File: src/rtl/pacman_pkg.sv
// Shared types and constants for the Pac-Man tile mover: direction codes,
// FSM states, default maze geometry and the one-hot request patterns.
package pacman_pkg;

    typedef enum logic [1:0] {
        DIR_LEFT  = 2'd0,
        DIR_RIGHT = 2'd1,
        DIR_UP    = 2'd2,
        DIR_DOWN  = 2'd3
    } dir_t;

    typedef enum logic [1:0] {
        ST_IDLE     = 2'd0,
        ST_ASK_WANT = 2'd1,
        ST_ASK_CUR  = 2'd2,
        ST_MOVE     = 2'd3
    } state_t;

    localparam int DEF_GRID_W  = 28;
    localparam int DEF_GRID_H  = 31;
    localparam int DEF_START_X = 13;
    localparam int DEF_START_Y = 23;

    localparam logic [3:0] ONEHOT_LEFT  = 4'b1000;
    localparam logic [3:0] ONEHOT_RIGHT = 4'b0100;
    localparam logic [3:0] ONEHOT_UP    = 4'b0010;
    localparam logic [3:0] ONEHOT_DOWN  = 4'b0001;

    // Neighbour tile; oob marks a step off the top or bottom edge.
    typedef struct packed {
        logic       oob;
        logic [4:0] x;
        logic [4:0] y;
    } tile_t;

endpackage

File: src/rtl/move_tick_gen.sv
// Move-rate divider: one-cycle tick every TICK_DIV enabled clock cycles;
// the count freezes while gameplay is paused.
module move_tick_gen #(
    parameter int TICK_DIV = 5000000
) (
    input  logic clock,
    input  logic resetn,
    input  logic enable,
    output logic tick
);

    localparam int CW = $clog2(TICK_DIV);
    localparam logic [CW-1:0] LAST = CW'(TICK_DIV - 1);

    logic [CW-1:0] count_r;

    // Divider count, wrapping after the tick cycle.
    always_ff @(posedge clock or negedge resetn) begin
        if (!resetn) begin
            count_r <= '0;
        end else if (enable) begin
            if (count_r == LAST) begin
                count_r <= '0;
            end else begin
                count_r <= count_r + CW'(1);
            end
        end else begin
            count_r <= count_r;
        end
    end

    assign tick = enable && (count_r == LAST);

endmodule

File: src/rtl/pacman_mover.sv
// Steps Pac-Man one tile per move tick, consulting the maze wall lookup and
// honouring a buffered turn request before falling back to the current heading.
module pacman_mover import pacman_pkg::*; #(
    parameter int GRID_W   = DEF_GRID_W,
    parameter int GRID_H   = DEF_GRID_H,
    parameter int TICK_DIV = 5000000,
    parameter int START_X  = DEF_START_X,
    parameter int START_Y  = DEF_START_Y
) (
    input  logic       clock,
    input  logic       resetn,
    input  logic       enable,
    input  logic [3:0] dir_req,
    output logic       wall_req,
    output logic [4:0] wall_x,
    output logic [4:0] wall_y,
    input  logic       wall_ack,
    input  logic       wall_hit,
    output logic [4:0] pos_x,
    output logic [4:0] pos_y,
    output logic [1:0] facing,
    output logic       moved,
    output logic       overrun
);

    state_t     state_r;
    dir_t       cur_dir_r, want_dir_r, ask_dir_r, facing_r, dec_dir_s;
    logic       dec_valid_s, tick_s;
    logic [4:0] pos_x_r, pos_y_r, target_x_r, target_y_r, wall_x_r, wall_y_r;
    logic       wall_req_r, moved_r, overrun_r;
    tile_t      want_nb_s, cur_nb_s;

    move_tick_gen #(.TICK_DIV(TICK_DIV)) u_tick (
        .clock  (clock),
        .resetn (resetn),
        .enable (enable),
        .tick   (tick_s)
    );

    // Horizontal moves wrap through the side tunnel; vertical ones stop at the edge.
    function automatic tile_t nb(input logic [4:0] x, input logic [4:0] y, input dir_t d);
        tile_t t;
        t.oob = 1'b0;
        t.x   = x;
        t.y   = y;
        case (d)
            DIR_LEFT:  t.x = (x == 5'd0) ? 5'(GRID_W - 1) : x - 5'd1;
            DIR_RIGHT: t.x = (x == 5'(GRID_W - 1)) ? 5'd0 : x + 5'd1;
            DIR_UP:    if (y == 5'd0) t.oob = 1'b1; else t.y = y - 5'd1;
            DIR_DOWN:  if (y == 5'(GRID_H - 1)) t.oob = 1'b1; else t.y = y + 5'd1;
            default:   t.oob = 1'b1;
        endcase
        return t;
    endfunction

    assign want_nb_s = nb(pos_x_r, pos_y_r, want_dir_r);
    assign cur_nb_s  = nb(pos_x_r, pos_y_r, cur_dir_r);

    // One-hot request decode; anything but a single set bit is not a request.
    always_comb begin
        dec_valid_s = 1'b1;
        dec_dir_s   = DIR_LEFT;
        case (dir_req)
            ONEHOT_LEFT:  dec_dir_s = DIR_LEFT;
            ONEHOT_RIGHT: dec_dir_s = DIR_RIGHT;
            ONEHOT_UP:    dec_dir_s = DIR_UP;
            ONEHOT_DOWN:  dec_dir_s = DIR_DOWN;
            default:      dec_valid_s = 1'b0;
        endcase
    end

    // Buffered turn request, latched regardless of FSM state.
    always_ff @(posedge clock or negedge resetn) begin
        if (!resetn) begin
            want_dir_r <= DIR_LEFT;
        end else if (dec_valid_s) begin
            want_dir_r <= dec_dir_s;
        end else begin
            want_dir_r <= want_dir_r;
        end
    end

    // Step FSM; the lookup for the wanted tile is issued on the tick edge so a
    // first-cycle ack gives a three-cycle tick-to-move latency.
    always_ff @(posedge clock or negedge resetn) begin
        if (!resetn) begin
            state_r    <= ST_IDLE;
            pos_x_r    <= 5'(START_X);
            pos_y_r    <= 5'(START_Y);
            cur_dir_r  <= DIR_LEFT;
            ask_dir_r  <= DIR_LEFT;
            facing_r   <= DIR_LEFT;
            target_x_r <= 5'd0;
            target_y_r <= 5'd0;
            wall_req_r <= 1'b0;
            wall_x_r   <= 5'd0;
            wall_y_r   <= 5'd0;
            moved_r    <= 1'b0;
            overrun_r  <= 1'b0;
        end else begin
            moved_r <= 1'b0;
            if (tick_s && (state_r != ST_IDLE)) begin
                overrun_r <= 1'b1;
            end
            case (state_r)
                ST_IDLE: begin
                    if (tick_s) begin
                        ask_dir_r <= want_dir_r;
                        state_r   <= ST_ASK_WANT;
                        if (!want_nb_s.oob) begin
                            wall_req_r <= 1'b1;
                            wall_x_r   <= want_nb_s.x;
                            wall_y_r   <= want_nb_s.y;
                        end
                    end
                end
                ST_ASK_WANT: begin
                    if (!wall_req_r) begin
                        state_r <= ST_ASK_CUR;
                    end else if (wall_ack) begin
                        wall_req_r <= 1'b0;
                        if (!wall_hit) begin
                            target_x_r <= wall_x_r;
                            target_y_r <= wall_y_r;
                            cur_dir_r  <= ask_dir_r;
                            state_r    <= ST_MOVE;
                        end else begin
                            state_r <= ST_ASK_CUR;
                        end
                    end
                end
                ST_ASK_CUR: begin
                    if (!wall_req_r) begin
                        if ((ask_dir_r == cur_dir_r) || cur_nb_s.oob) begin
                            state_r <= ST_IDLE;
                        end else begin
                            wall_req_r <= 1'b1;
                            wall_x_r   <= cur_nb_s.x;
                            wall_y_r   <= cur_nb_s.y;
                        end
                    end else if (wall_ack) begin
                        wall_req_r <= 1'b0;
                        if (!wall_hit) begin
                            target_x_r <= wall_x_r;
                            target_y_r <= wall_y_r;
                            state_r    <= ST_MOVE;
                        end else begin
                            state_r <= ST_IDLE;
                        end
                    end
                end
                ST_MOVE: begin
                    pos_x_r  <= target_x_r;
                    pos_y_r  <= target_y_r;
                    facing_r <= cur_dir_r;
                    moved_r  <= 1'b1;
                    state_r  <= ST_IDLE;
                end
                default: state_r <= ST_IDLE;
            endcase
        end
    end

    assign wall_req = wall_req_r;
    assign wall_x   = wall_x_r;
    assign wall_y   = wall_y_r;
    assign pos_x    = pos_x_r;
    assign pos_y    = pos_y_r;
    assign facing   = facing_r;
    assign moved    = moved_r;
    assign overrun  = overrun_r;

endmodule

File: config.mk
export PLATFORM = sky130hd
export DESIGN_NAME = pacman_mover
export DESIGN_NICKNAME = d
export VERILOG_FILES = /design/src/rtl/pacman_pkg.sv /design/src/rtl/move_tick_gen.sv /design/src/rtl/pacman_mover.sv
export SDC_FILE = /design/constraint.sdc
export NUM_CORES = 1
export LEC_CHECK = 0
export ABC_AREA = 0
export CAP_MARGIN = 20
export CORE_UTILIZATION = 34
export CTS_CLUSTER_DIAMETER = 80
export DETAILED_ROUTE_END_ITERATION = 8
export DONT_BUFFER_PORTS = 1
export REMOVE_ABC_BUFFERS = 1
export SETUP_SLACK_MARGIN = 0.5
export SLEW_MARGIN = 20
export SYNTH_ARGS = -nofsm -noshare
export SYNTH_HDL_FRONTEND = slang
export SYNTH_SLANG_ARGS = --single-unit
File: constraint.sdc
create_clock -name clock -period 6.3 [get_ports clock]
set_input_delay 1.575 -clock clock [delete_from_list [all_inputs] [get_ports clock]]
set_output_delay 1.575 -clock clock [all_outputs]
set_load 0.01 [all_outputs]
==> results.cfg <==
[die]
coreArea_um2 = 11000
rows = 38
die_x_um = 109
die-area_um2 = 11900
initial_core_util_pct = 35.4
die_h_um = 109
io_pins = 34

[synth]
synthFlopType = dfrtp_1
synthAdderAreaFrac_pct = 3.21
yosys.area_share.simple_pct = 18.8
synthXorXnorAreaFrac_pct = 5.38
synth.cell_area_um2 = 3900
syn-instance-count = 411
synth-compound-area-share_pct = 15.4
syn_avg_cell_area_um2 = 9.50
ys_seq_area_share_pct = 42.5
synth_edf_count = 0
synth_top_family_by_area = simple AND/OR/NAND/NOR gates
yosysWarningCount = 0
yosys_register_bits = 66
yosys-top-cells-area = dfrtp_1 38%, o21ai_0 5.0%, dfstp_2 4.7%
synth.distinct_cells = 63
ys_async_sr_fraction_pct = 100
netlist.area_leader.share_pct = 37.8
synth_top_area_cell = dfrtp_1
synthMuxAreaShare_pct = 10.1

[clocking]
ctsHtreeMaxLevel = 3
cts_tree = yes
insertion_delay_ns = 0.33
cts_buffers = 9
clkTransAtPathRegs_ns = 0.06
post-cts-setup-buffers = 0
cts_buffer_depth = 2
cts_num_sinks = 66
root_buffer = clkbuf_16
cts_resized = 0
cts-hold-fix-buffers = 0

[timing]
worst_pin_slew_ns = 0.933
clock.fmax_mhz = 346
hold_slack_ns = 0.482
finalWorstPathRequiredPeriod_ns = 2.89
hold_violations = 0
finalSetupViolCount = 0
slew_headroom_pct = 37.2
slew_viol_final = 0
post-route-period-util_pct = 45.9
fin_setup_tns_ns = 0
skew_ns = 0.00755
rsz0062_at_grt = false

[drt]
dr.pass1.iters = 4
drc_errors = 0
finalWirelength_um = 8510
vias_per_cell = 5.40
drtIter0Drc = 178
antenna_left = 0
post_drt_wl_per_cell_um = 15.7
vias = 2931

[final_layout]
syn_to_final_growth_pct = 9.65
final_layout_size_suffix_gt1_share_pct = 13.6
final_common_cell = dfrtp_1
nNetsFinal = 417
diodes = 0
n_fill_cell = 1097
postLayoutCoreUtil_pct = 38.8
layout_common_cells = 59 x dfrtp_1, 39 x o21ai_0, 36 x nand2_1, 34 x nor2_1, 20 x a21oi_1
layout.cells.non_filler = 543

[global_routing]
grt_usage_pct = 15.7
antenna_found_initial = 0
grt_overflow_total = 0
grt_max_degree = 67
grt_pass1_wl_um = 14600
grt_pass1_vias = 2959

[worst_setup_path]
critPathArrivalTime_ns = 3.11
crit_fanout = 10
path_class = input pin to register
cp.required_ns = 6.51
start_kind = input pin
setup.worst_path.end_class = register

[min_path]
hold_path.class = register to register

[placed_design]
gp_congestion = 0.768
dp.cells = 527
portBuffers = 0
hpwl_um = 5600

[power]
powerDensity_nw_per_um2 = 448
peakVddDrop_v = 0.000226
power_leakage_uw = 0.00182

[run]
cap_viol_max_count = 0

[status]
status = finished, final reports clean
## flip-flops by register name, indices dropped and copies added, names as in the netlist, 2 cells and up
register and cells:
pos_y 5, state_r 2, want_dir_r 2, u_tick.count_r 23, target_x_r 5, cur_dir_r 2
target_y_r 5, wall_y 5, facing 2, wall_x 5, pos_x 5, ask_dir_r 2
## report_power, final
| group | internal (uW) | switching (uW) |
|---|---|---|
| registers | 558 | 209 |
| logic | 315 | 325 |
| clock network | 327 | 184 |
| total | 1200 | 719 |
## routing by layer
| metal | GRT usage (%) | part of all wire (%) | up-vias |
|---|---|---|---|
| li1 | - | - | 1437 |
| met1 | 19.3 | 46 | 1435 |
| met4 | 5.02 | 1.6 | 0 |
| met5 | 0 | 0 | - |
| met3 | 4.90 | 5.4 | 10 |
| met2 | 26.0 | 47 | 49 |
## critical path, cell delays in order
cell	delay (ns)
nand3_1	0.06
or2_1	0.30
nor3_4	0.47
nand2_4	0.09
o2bb2ai_4	0.24
mux2_4	0.35
## path summary, 6_finish.rpt
kind	start	end	slack [ns]	cells after the start
worst max register to register	pos_y[0]$_DFFE_PN1P_	wall_x[4]$_DFFE_PN0P_	3.73	7
worst min register to register	target_y_r[2]$_DFFE_PN0P_	pos_y[2]$_DFFE_PN1P_	0.48	2
max in group asynchronous	resetn	pos_x[0]$_DFFE_PN1P_	5.18	0
min in group asynchronous	resetn	u_tick.count_r[1]$_DFFE_PN0P_	0.93	0
worst max-delay path	enable	wall_x[4]$_DFFE_PN0P_	3.41	6
worst min-delay path	target_y_r[2]$_DFFE_PN0P_	pos_y[2]$_DFFE_PN1P_	0.48	2
## logic make-up after synthesis
logic type / count (synthesis)
AO/OA/AOI/OAI: 95
buffers and inverters: 42
multiplexers: 32
AND/OR/NAND/NOR: 142
XOR/XNOR: 24
flip-flops: 66
adder cells (fa/ha/maj): 10
## synth_stat cells, drive strengths merged (5+ instances only)
cell and n:
a21oi 20, a31oi 5, clkbuf 21, dfrtp 59
dfstp 7, ha 10, inv 17, mux2 24
mux2i 8, nand2 37, nand3 16, nand4 10
nor2 34, nor3 10, o21ai 40, xnor2 14
xor2 10
## per-stage QoR
step	total power [uW]	instance area (um2)	worst slack, ns
after floorplan	1250	3790	3.28
after global placement	1390	3970	3.11
after detailed placement	1420	3970	3.08
after CTS	1940	4280	3.41
after global routing	2050	4280	3.28
final	1920	4280	3.41
## layout make-up
class	instances	area (um2)	area share (%)
tap	140	175	4.09
multi-input combinational	303	2070	48.3
inverter	17	63.8	1.49
sequential	66	1660	38.8
clock buffer	12	256	5.99
clock inverter	4	50.0	1.17
timing repair buffer	1	7.51	0.175
Note: power is estimated with default switching activity, not from simulation.
